## config.mk

```make
export PLATFORM = sky130hd
export DESIGN_NAME = pt_frame_sched
export DESIGN_NICKNAME = d
export VERILOG_FILES = /design/src/rtl/pt_frame_sched.sv
export SDC_FILE = /design/constraint.sdc
export NUM_CORES = 1
export LEC_CHECK = 0
export ABC_CLOCK_PERIOD_IN_PS = 2600
export CORE_MARGIN = 2
export CORE_UTILIZATION = 41
export DETAILED_ROUTE_END_ITERATION = 7
export PLACE_DENSITY = 0.95
export SYNTH_ARGS = -nofsm -noshare
export SYNTH_HDL_FRONTEND = slang
export SYNTH_SLANG_ARGS = --single-unit
```

## constraint.sdc

```tcl
create_clock -name clk -period 2.6 [get_ports clk]
set_input_delay 0.78 -clock clk [delete_from_list [all_inputs] [get_ports clk]]
set_output_delay 0.78 -clock clk [all_outputs]
set_load 0.03 [all_outputs]
```

## src/rtl/pt_frame_sched.sv

```systemverilog
// Round-robin scheduler sharing one PT2262 encoder; each grant sends REPEAT frames then acks.
// Optional macro PT_SCHED_GAP_EN inserts GAP idle cycles between repeats.
module pt_frame_sched #(
  parameter int NREQ   = 4,
  parameter int IDW    = 2,
  parameter int REPEAT = 4,
  parameter int GAP    = 16
) (
  input  logic                 clk,
  input  logic                 rst_n,
  input  logic [NREQ-1:0]      req,
  input  logic [24*NREQ-1:0]   code,
  output logic [NREQ-1:0]      ack,
  output logic                 busy,
  output logic [IDW-1:0]       grant_id,
  output logic                 enc_ld,
  output logic [23:0]          enc_ad,
  input  logic                 enc_done
);

  if (NREQ < 2 || NREQ > 16 || IDW != $clog2(NREQ) || REPEAT < 1 || REPEAT > 15 ||
      GAP < 1 || GAP > 255) begin : g_bad_param
    $error("pt_frame_sched: parameter out of range");
  end

`ifdef PT_SCHED_GAP_EN
  typedef enum logic [2:0] {S_IDLE, S_LOAD, S_WAIT, S_GAP, S_ACK} state_t;
`else
  typedef enum logic [2:0] {S_IDLE, S_LOAD, S_WAIT, S_ACK} state_t;
`endif

  state_t            r_state;
  logic [3:0]        r_rep;
  logic [IDW-1:0]    r_last;
  logic [NREQ-1:0]   r_ack;
  logic              r_busy;
  logic [IDW-1:0]    r_gid;
  logic              r_ld;
  logic [23:0]       r_ad;
`ifdef PT_SCHED_GAP_EN
  logic [7:0]        r_gap;
`endif

  logic              w_any;
  logic [IDW-1:0]    w_pick;
  logic [23:0]       w_code;
  logic [NREQ-1:0]   w_onehot;

  // Rotating search starting just above the last served requester.
  always_comb begin : p_arb
    logic [IDW:0] v_idx;
    w_any  = 1'b0;
    w_pick = '0;
    v_idx  = '0;
    for (int k = 0; k < NREQ; k++) begin
      v_idx = {1'b0, r_last} + (IDW+1)'(k + 1);
      if (v_idx >= (IDW+1)'(NREQ)) begin
        v_idx = v_idx - (IDW+1)'(NREQ);
      end
      if (!w_any && req[v_idx[IDW-1:0]]) begin
        w_any  = 1'b1;
        w_pick = v_idx[IDW-1:0];
      end
    end
  end

  assign w_code   = code[24*w_pick +: 24];
  assign w_onehot = {{(NREQ-1){1'b0}}, 1'b1} << r_gid;

  always_ff @(posedge clk or negedge rst_n) begin
    if (!rst_n) begin
      r_state <= S_IDLE;
      r_rep   <= '0;
      r_last  <= IDW'(NREQ - 1);
      r_ack   <= '0;
      r_busy  <= 1'b0;
      r_gid   <= '0;
      r_ld    <= 1'b0;
      r_ad    <= '0;
`ifdef PT_SCHED_GAP_EN
      r_gap   <= '0;
`endif
    end else begin
      r_ld  <= 1'b0;
      r_ack <= '0;
      case (r_state)
        S_IDLE: begin
          if (w_any) begin
            r_gid   <= w_pick;
            r_ad    <= w_code;
            r_rep   <= '0;
            r_busy  <= 1'b1;
            r_ld    <= 1'b1;
            r_state <= S_LOAD;
          end
        end
        S_LOAD: begin
          r_state <= S_WAIT;
        end
        S_WAIT: begin
          // A done seen in any other state belongs to a frame we no longer own.
          if (enc_done) begin
            if (r_rep == 4'(REPEAT - 1)) begin
              r_ack   <= w_onehot;
              r_state <= S_ACK;
            end else begin
              r_rep   <= r_rep + 4'd1;
`ifdef PT_SCHED_GAP_EN
              r_gap   <= 8'(GAP - 1);
              r_state <= S_GAP;
`else
              r_ld    <= 1'b1;
              r_state <= S_LOAD;
`endif
            end
          end
        end
`ifdef PT_SCHED_GAP_EN
        S_GAP: begin
          if (r_gap == 8'd0) begin
            r_ld    <= 1'b1;
            r_state <= S_LOAD;
          end else begin
            r_gap <= r_gap - 8'd1;
          end
        end
`endif
        S_ACK: begin
          r_busy  <= 1'b0;
          r_last  <= r_gid;
          r_state <= S_IDLE;
        end
        default: begin
          r_state <= S_IDLE;
        end
      endcase
    end
  end

  assign ack      = r_ack;
  assign busy     = r_busy;
  assign grant_id = r_gid;
  assign enc_ld   = r_ld;
  assign enc_ad   = r_ad;

  a_ld_single: assert property (@(posedge clk) disable iff (!rst_n) r_ld |=> !r_ld);
  a_ack_onehot: assert property (@(posedge clk) disable iff (!rst_n) $onehot0(r_ack));

endmodule

```

==> results.md <==
* Worst slew margin relative to its limit at 52.07%
* Die area at 6157 um2
* Endpoint type of the worst setup path: flop
* Most common cell in the netlist: sky130_fd_sc_hd__mux2i_1
* Final count of negative-setup-slack endpoints at 0
* Critical path peak fanout at 11
* Path type of the worst setup path: in -> reg
* PD cells at around 1000 nW/um2
* Number of enable-type register cells in the synthesized netlist at 0
* Post CTS Setup Buffer Count at 0
* Die W at 78.47 um
* FFs w/ async S/R, synth at 100.0%
* Hold_buf cts at 0
* Clock Tree Buf Depth at 2
* TritonCTS clock tree: yes
* Root Driver: sky130_fd_sc_hd__clkbuf_8
* R2R depth at 6
* Max rail drop VDD at between 0.5 and 0.6 mV
* Number of distinct library cell variants in the gate-level netlist after synthesis at 38
* Sum of routed wire length over all layers at ~6.6 mm
* Unrepaired setup endpoints after global routing: false
* Final core occ at 69.59%
* Total number of placement rows at 27
* Combined global-route utilization of all metal layers at a little over a fifth
* Synth Cell Area at ~2300 um2
* Type of the tightest min-delay check: in -> async
* Share of Yosys cell area claimed by the top area cell type at about two fifths
* Residual DRC count at 0
* Maximum number of pins on one net before global-route repair at 29
* Register area share after synthesis at 44.14%
* Num ports at ~140
* Final hold viol count at 0
* Dominant cells by area after synthesis: sky130_fd_sc_hd__dfrtp_1 42%, sky130_fd_sc_hd__mux2i_1 21%, sky130_fd_sc_hd__o221ai_1 8.9%, sky130_fd_sc_hd__nand2_1 5.8%, sky130_fd_sc_hd__buf_6 3.0%
* Total Neg Setup Slack at 0 ns
* Global-route wire length before repair at ~10 mm
* Leading cell types by count after synthesis: 48 x sky130_fd_sc_hd__mux2i_1, 38 x sky130_fd_sc_hd__dfrtp_1, 35 x sky130_fd_sc_hd__nand2_1
* Critical Path AT at approximately 2.5 ns
* Worst hold margin at between 0.4 and 0.5 ns
* Cell count after synthesis at between 200 and 250
* Net count of the finished layout at 449
* H-tree levels at 2
* Routed len/inst at ~16 um
* Avg Vias per Cell at between 5 and 6
* Worst-path clk slew at roughly 0.070 ns
* Leading register cell type out of synthesis: sky130_fd_sc_hd__dfrtp_1
* Leakage power figure at between 1.5 and 2 nW
* Clock latency on the worst-skew pair at approximately 0.29 ns
* Worst Tran Pin Value at around 0.72 ns
* Weighted congestion reported at the end of routability-driven placement at 0.8414
* PostCTS Resize Cnt at 0
* Number of antenna violations at the first check in global routing at 0
* Largest area contributor in the synthesized netlist: sky130_fd_sc_hd__dfrtp_1
* Number of buffers added on ports at roughly 130
* Area grow syn2layout at 66.48%
* Number of vias in the routed layout at 2,199
* Final-layout fill cell count at 430
* Sink count of the clock tree at 40
* DP HPWL at just over 5 mm
* #FFs+latches synth at 40
* Layout Skew at around 0.0034 ns
* Syn avg cell area at 10.98 um2
* Required time worst endpoint at approximately 2.8 ns
* Synth Net Count at 311
* Status: finished clean
* Number of global-route vias before repair at ~2,200
* Total of warnings raised by yosys at 0
* Final max-slew violation count at 0
* Reg-to-reg critical path startpoint: r_rep[0]
* Reg-to-reg slack, setup at 0.62 ns
* Maximum frequency from static timing analysis at 435.6 MHz
* DRC marker count from the first detailed-route iteration at between 50 and 60
* Count of antenna diodes in the layout at 0
* Floorplan core area at 5439 um2
* Final global-route overflow total at 0
* Final worst path period share at slightly below 90%
* Vert. Die Dim at between 70 and 80 um
* Tmin final at roughly 2.3 ns
* Max-capacitance violation count at 0
* DRT Pass-1 Iters at 4
* Starting density of the core at a little over two fifths
* Kind of launch point of the worst setup path: input pin
* CTS Buf Count at 5
* R2R Path End: r_rep[3]
* Share of final-layout standard cells stronger than drive strength 1 at approximately 8.4%
* ANT nets after route at 0
==> layout by cell type, fill, tap and decap left out, drive strengths merged, types with 2 or more instances in the layout <==
master and n:
clkdlybuf4s50 133, mux2i 48, dfrtp 38, nand2 35, o221ai 23, buf 11
clkbuf 8, nor2 6, nand2b 4, nor2b 3, inv 3, o21ai 3
mux2 3, nor3b 2, nor3 2, xor2 2, dfstp 2, a21oi 2
or2 2
==> worst max-delay path, stage by stage <==
cell and delay [ns]:
sky130_fd_sc_hd__clkdlybuf4s50_1 0.54, sky130_fd_sc_hd__nor4_1 0.11, sky130_fd_sc_hd__nor3_1 0.50, sky130_fd_sc_hd__nand2_1 0.16
sky130_fd_sc_hd__buf_4 0.22, sky130_fd_sc_hd__o221ai_1 0.19
==> where the power goes <==
| group | internal, W | total (W) | switching [W] |
|---|---|---|---|
| Clock | 0.000216 | 0.000421 | 0.000204 |
| Combinational | 0.00105 | 0.00226 | 0.00121 |
| Sequential | 0.000898 | 0.00110 | 0.000207 |
==> how the worst max path moves through the flow <==
stage | slack, ns | from | endpoint | cells past startpoint
after floorplan | 0.66 | req[3] | enc_ad[10] | 7
after global placement | 0.07 | req[0] | enc_ad[23] | 7
after detailed placement | 0.003 | req[0] | enc_ad[23] | 7
after CTS | 0.30 | grant_id[0] | grant_id[0] | 1
after global routing | 0.18 | req[3] | enc_ad[18] | 6
final | 0.30 | req[3] | enc_ad[23] | 6
==> routing by layer <==
metal | wire length, um | track usage [%] | up-vias
li1 | - | - | 1043
met1 | 2569 | 25.37 | 1039
met2 | 3467 | 38.36 | 108
met3 | 445 | 4.368 | 9
met4 | 131 | 9.474 | 0
met5 | 0 | 0 | -
==> flip-flops by register name, indices dropped and copies added (netlist names) <==
| register | count |
|---|---|
| enc_ad | 24 |
| ack | 4 |
| r_rep | 4 |
| grant_id | 2 |
| r_last | 2 |
| r_state | 2 |
| busy | 1 |
| enc_ld | 1 |
==> per-stage QoR <==
| step | instances | area [um2] | setup slack (ns) | power, W |
|---|---|---|---|---|
| after floorplan | 207 | 2273 | 0.6647 | 0.002522 |
| after global placement | 410 | 3695 | 0.07126 | 0.003297 |
| after detailed placement | 410 | 3695 | 0.003178 | 0.003383 |
| after CTS | 418 | 3785 | 0.2963 | 0.003816 |
| after global routing | 418 | 3785 | 0.1821 | 0.004016 |
| final | 418 | 3785 | 0.3042 | 0.003782 |
==> cell type report <==
class,count,area (um2),area share [%]
multi-input combinational,151,1154,30.48
timing repair buffer,144,1436,37.95
clock buffer,8,90.09,2.380
sequential,40,1003,26.51
inverter,3,11.26,0.2975
tap,72,90.09,2.380
==> cell families (layout without fill, tap and decap cells) <==
family,Yosys count,after routing,synth area share (%)
AOI/OAI and AO/OA,36,36,13.92
xor gates and xnor gates,2,2,0.7706
adders and majority gates,1,1,0.5503
buffers and inverters,16,155,5.118
DFF,40,40,44.14
muxes,51,51,22.62
and+or+nand+nor,61,61,12.88
Power figures use the tool's default switching activity.
